--- src/rtl/seq_divider.sv ---
// Multi-cycle unsigned restoring divider producing one quotient bit per clock.
// Results are registered and change only at completion, so a display driven from them never shows partial values.
module seq_divider #(
  parameter int WIDTH = 4
) (
  input  logic             clk,
  input  logic             reset,
  input  logic             start,
  input  logic [WIDTH-1:0] dividend,
  input  logic [WIDTH-1:0] divisor,
  output logic [WIDTH-1:0] quotient,
  output logic [WIDTH-1:0] remainder,
  output logic             busy,
  output logic             done,
  output logic             div_by_zero,
  output logic [1:0]       state_dbg
);

  // Handshake: start is accepted at a rising edge whenever busy=0 (IDLE or FINISH);
  // operands are captured at that edge. done pulses high for exactly one cycle when
  // quotient/remainder/div_by_zero have just been updated.

  localparam int CW = $clog2(WIDTH + 1);

  typedef enum logic [1:0] {
    IDLE   = 2'd0,
    CALC   = 2'd1,
    FINISH = 2'd2
  } state_t;

  state_t         state;
  state_t         state_next;
  logic [WIDTH-1:0] divisor_r;
  logic [WIDTH-1:0] q_sh;
  logic [WIDTH:0]   acc;
  logic [CW-1:0]    cnt;

  logic [WIDTH:0]   sh;
  logic [WIDTH:0]   trial;
  logic [WIDTH:0]   step_acc;
  logic [WIDTH-1:0] step_q;
  logic             last_step;

  assign busy      = (state == CALC);
  assign done      = (state == FINISH);
  assign state_dbg = state;
  assign last_step = (cnt == CW'(1));

  // One restoring step: shift in the next dividend bit, keep the trial subtraction if it did not borrow.
  always_comb begin
    sh    = {acc[WIDTH-1:0], q_sh[WIDTH-1]};
    trial = sh - {1'b0, divisor_r};
    if (trial[WIDTH] == 1'b0) begin
      step_acc = trial;
      step_q   = {q_sh[WIDTH-2:0], 1'b1};
    end else begin
      step_acc = sh;
      step_q   = {q_sh[WIDTH-2:0], 1'b0};
    end
  end

  always_comb begin
    state_next = state;
    case (state)
      IDLE, FINISH: begin
        if (start) begin
          state_next = (divisor == '0) ? FINISH : CALC;
        end else begin
          state_next = IDLE;
        end
      end
      CALC: begin
        if (last_step) begin
          state_next = FINISH;
        end
      end
      default: state_next = IDLE;
    endcase
  end

  always_ff @(posedge clk or posedge reset) begin
    if (reset) begin
      state       <= IDLE;
      divisor_r   <= '0;
      q_sh        <= '0;
      acc         <= '0;
      cnt         <= '0;
      quotient    <= '0;
      remainder   <= '0;
      div_by_zero <= 1'b0;
    end else begin
      state <= state_next;
      case (state)
        IDLE, FINISH: begin
          if (start) begin
            if (divisor == '0) begin
              // Division by zero completes immediately with a saturated quotient.
              quotient    <= '1;
              remainder   <= dividend;
              div_by_zero <= 1'b1;
            end else begin
              divisor_r <= divisor;
              q_sh      <= dividend;
              acc       <= '0;
              cnt       <= CW'(WIDTH);
            end
          end
        end
        CALC: begin
          acc  <= step_acc;
          q_sh <= step_q;
          cnt  <= cnt - CW'(1);
          if (last_step) begin
            quotient    <= step_q;
            remainder   <= step_acc[WIDTH-1:0];
            div_by_zero <= 1'b0;
          end
        end
        default: ;
      endcase
    end
  end

endmodule

--- config.mk ---
export PLATFORM = sky130hd
export DESIGN_NAME = seq_divider
export DESIGN_NICKNAME = d
export VERILOG_FILES = /design/src/rtl/seq_divider.sv
export SDC_FILE = /design/constraint.sdc
export NUM_CORES = 1
export LEC_CHECK = 0
export CAP_MARGIN = 30
export CORE_MARGIN = 3
export CORE_UTILIZATION = 54
export CTS_BUF_LIST = sky130_fd_sc_hd__clkbuf_8
export DETAILED_ROUTE_END_ITERATION = 8
export GPL_TIMING_DRIVEN = 0
export PLACE_DENSITY = 0.81
export SKIP_CTS_REPAIR_TIMING = 1
export SLEW_MARGIN = 20
export SYNTH_ARGS = -nofsm -noshare
export SYNTH_HDL_FRONTEND = slang
export SYNTH_SLANG_ARGS = --single-unit
--- constraint.sdc ---
create_clock -name clk -period 2.35 [get_ports clk]
set_input_delay 0.47 -clock clk [delete_from_list [all_inputs] [get_ports clk]]
set_output_delay 0.47 -clock clk [all_outputs]
set_load 0.02 [all_outputs]
# == After elaboration in Yosys (flattened, before gate mapping) ==
# Cells that the tools add are included.
# word_totals
reg_bits,26
input_bits,11
out_inout_bits,13
elab_cells,52
# op_classes
n_addsub,2
eq_ne,7
muxes,27
bitwise_logic,1
reduce_logical,7
# op_table
operator,count
4-bit two-way mux,11
4-bit case mux with 2 select lines,4
2-bit two-way mux,3
3-bit two-way mux,2
2-bit != test (second input constant),3
3-bit case mux with 2 select lines,1
3-bit AND reduction,2
5-bit by 4-bit subtractor with 5-bit output,1
4-bit logical NOT,1
1-bit two-way mux,4
2-bit case mux with 2 select lines,1
4-bit AND reduction,1
3-bit by 1-bit equality test with 1-bit output (second input constant),1
3-bit by 1-bit subtractor with 3-bit output (second input constant),1
2-bit by 1-bit equality test with 1-bit output (second input constant),1
2-bit equality test (second input constant),1
2-bit logical NOT,1
2-bit by 1-bit != test with 1-bit output (second input constant),1
1-bit case mux with 2 select lines,1
2-bit nonzero test,1
2-bit OR reduction,1
1-bit NOT,1

# == Logic depth before layout (Yosys ltp) ==
# Gate-level depths: netlist of the first run.
# depth
depth_word,4
mapped_depth,8
depth_no_buf,8

# == Worst setup path after synthesis of the first run ==
# OpenSTA, ideal clock, no wires.
# synth_timing
path_kind,reg-to-reg
from,reg q_sh[3]
to,reg remainder[2]
setup_time_ns,0.134
t_arrival_ns,1.918
t_required_ns,2.216
setup_slack_ns,0.298
stages_incl_launch_ff,9
n_path_buf,0
synth_period_minus_slack_ns,2.052
cell_sequence,dfrtp_1 inv_1 ha_1 fa_1 nand2b_1 a21oi_4 mux2i_1 a2111oi_0 a21oi_1
# synth_via
elab_chain_len,4
# synth_lines
element,line,source
start: declaration,34,logic [WIDTH-1:0] q_sh;
start signal: assignment,103,q_sh <= dividend;
start signal: assignment,111,q_sh <= step_q;
5-bit by 4-bit subtractor with 5-bit output,52,"trial = sh - {1'b0, divisor_r};"
4-bit two-way mux,53,if (trial[WIDTH] == 1'b0) begin
4-bit two-way mux,113,if (last_step) begin
4-bit case mux with 2 select lines,93,case (state)
end signal: assignment,99,remainder <= dividend;
end signal: assignment,115,remainder <= step_acc[WIDTH-1:0];
end: declaration,12,"output logic [WIDTH-1:0] remainder,"
# Every way passes these cells. The select of a mux whose other input is x is not followed.
# A chain may end at the register's enable or synchronous reset.

# == Worst setup path after layout of the first run ==
# layout_timing
from,reg q_sh[3]
to,reg remainder[3]
# The elaborated chain is that of the path after synthesis.

==> results of run 1 <==
[cell usage in the layout (no fill, tap or decap), drive strengths merged, types with 3 or more instances in the layout]
master / instances
mux2: 3
o21ai: 6
ha: 6
clkbuf: 6
clkdlybuf4s50: 22
a21oi: 15
nand3: 3
dfrtp: 26
buf: 7
inv: 11
nand2b: 4
mux2i: 3
nand2: 7
nor2: 15
nor2b: 3
o22ai: 3
[power groups by stage]
stage                     clock network [mW]  logic, mW  registers, mW
after global placement                     0       1.63          0.820
after global routing                   0.271       2.02          0.864
final                                  0.250       1.84          0.834
after CTS                              0.251       1.71          0.825
after detailed placement                   0       1.70          0.834
after floorplan                            0       1.12          0.901
[layout make-up]
class / instances / share of cell area (%)
timing repair buffer: 26 / 15.2
multi-input combinational: 96 / 38.5
buffer: 7 / 3.73
clock buffer: 3 / 2.28
sequential: 26 / 35.9
tap: 30 / 2.07
inverter: 11 / 2.28
[through the flow]
stage	power, mW	setup TNS (ns)	cell area, um2	hold WS (ns)
finish	2.93	0	1810	0.487
global route	3.16	0	1810	0.512
CTS	2.78	-0.0114	1770	0.502
detailed placement	2.53	0	1730	0.498
global placement	2.45	0	1700	0.492
floorplan	2.02	0	1430	0.479
[registers in the layout, summed over array words and instances (netlist names)]
name         count
state_dbg        2
divisor_r        4
remainder        4
quotient         4
acc              4
q_sh             4
cnt              3
div_by_zero      1
[worst max-delay path by stage]
stage | startpoint | end | slack (ns)
after floorplan | q_sh[3] | remainder[2] | 0.30
after global placement | q_sh[3] | remainder[2] | 0.07
after detailed placement | divisor[3] | q_sh[3] | 0.02
after CTS | state_dbg[1] | busy | -0.01
after global routing | q_sh[3] | remainder[3] | 0.03
final | q_sh[3] | remainder[3] | 0.13
[routing by layer]
layer	track usage, %	wire length (um)	up-vias
met5	0	0	-
met2	34.5	1630	43
met3	4.07	186	4
met4	3.64	24	0
met1	27.8	1370	572
li1	-	-	551
[cell families (layout without fill, tap and decap cells)]
group / count (synthesis) / after routing / share of synthesized area, %
buf+inv: 18 / 47 / 7.59
flops: 26 / 26 / 45.4
mux: 6 / 6 / 4.45
fa+ha+maj: 7 / 7 / 6.63
xor+xnor: 3 / 3 / 1.83
simple gates: 44 / 44 / 16.4
compound gates: 36 / 36 / 17.7
[critical path: stages (launching register included)]
cell and delay, ns:
dfrtp_1 0.36, inv_1 0.08, ha_1 0.22, fa_2 0.36, nand2b_1 0.19, a21oi_4 0.26, buf_4 0.17, xor2_2 0.18
nand2b_4 0.16, a41oi_1 0.11
==> impl_metrics.tcl, run 1 <==
set metrics [dict create \
    status "complete, no violations" \
    fill_cells 194 \
    timing.rr.end "remainder[3]" \
    cts_root_buffer "clkbuf_8" \
    crit_type "reg2reg" \
    grt_pass1_wl_um 5300 \
    drt_first_pass_iters 4 \
    final_core_util_pct 72.5 \
    core-area_mm2 0.00250 \
    grt_pass1_vias 1142 \
    die_area_mm2 0.00331 \
    clkTransAtPathRegs_ns 0.09 \
    ys_top_cells_by_count "26 x dfrtp_1, 13 x nor2_1, 12 x a21oi_1" \
    yosysTopAreaCell "dfrtp_1" \
    nNetsFinal 189 \
    seqPwrFrac_pct 28.5 \
    vias_per_cell 5.88 \
    final.period_utilization_pct 94.6 \
    cp-end-kind "flip-flop" \
    synthTopCellsByArea "dfrtp_1 45%, ha_1 5.2%, a21oi_1 4.2%" \
    die_h_um 57.5 \
    clockBufferDepth 2 \
    place_ws_ns 0.0193 \
    worst_pin_slew_ns 0.666 \
    synth_top_area_share_pct 45.4 \
    skew_ns 0.00471 \
    worstPathRequired_ns 2.49 \
    ys_warn_count 0 \
    fin_crit_ns 2.22 \
    postSynthAreaPerCell_um2 10.2 \
    synth_cells 140 \
    die_x_um 57.5 \
    synthFlopType "dfrtp_1" \
    antenna_found_initial 0 \
    ios 24 \
    relSlewSlack_pct 55.6 \
    cp_max_fo 7 \
    min_path_type "in2async" \
    placed_cells 194 \
    ff2ff_setup_slack_ns 0.13 \
    multi_input_comb_area_um2 698 \
    num_rows 18 \
    r2r_cells 9 \
    power_leakage_nw 0.796 \
    cts_buffers 3 \
    routedWlPerCell_um 16.2 \
    hold_viol_final 0 \
    seqCellArea_um2 651 \
    ys_seq_area_share_pct 45.4 \
    setup_ws_ns 0.127 \
    rsz0062_at_grt "false" \
    drt_iter0_markers 58 \
    crit_arrival_ns 2.36 \
    syn-num-nets 158 \
    gp_congestion 0.899 \
    ir_drop_uv 1040 \
    p_int_mw 1.64 \
    initial_core_util_pct 57.4 \
    grtUsageTotal_pct 20.5 \
    synth-async-reset-ratio_pct 100 \
    synth_edf_count 0 \
    p_comb_share_pct 63.0 \
    drt_wl_total_um 3220 \
    fmax_mhz 450 \
    syn_to_final_growth_pct 26.4 \
    htree_levels 1 \
    final_cells 199 \
    grt_max_degree 19 \
    num_antenna_cells 0 \
    powerDensity_mw_per_mm2 1620 \
    power_switching_mw 1.28 \
    antenna_left 0 \
    grt.overflow.total 0 \
    numPortBuffers 23 \
    setup_viol 0 \
    cap_violations 0 \
    cts_sinks 26 \
    pwr-share-clk_pct 8.5 \
    synth_seq_cells 26 \
    clk_latency_ns 0.27 \
    routed-via-count 1170 \
    sw_frac_of_total_pct 43.9 \
    hpwl_um 2440 \
    drv_slew 0 \
    cts_tree "done" \
    synth_area_mm2 0.00143 \
    r2r-start "q_sh[3]" \
    synth.most_common_cell "dfrtp_1" \
    final_layout_size_suffix_gt1_share_pct 14.8 \
    drcViolationCount 0 \
    start_kind "flip-flop" \
    ys_types 42 \
]
(Power assumes the default switching activity.)
==> run 2: changes to the inputs <==
- GPL_ROUTABILITY_DRIVEN: default -> 1
- SLEW_MARGIN: 20 -> default
==> results of run 2 <==
The final DEF is identical to that of run 1; final timing and power are the same.
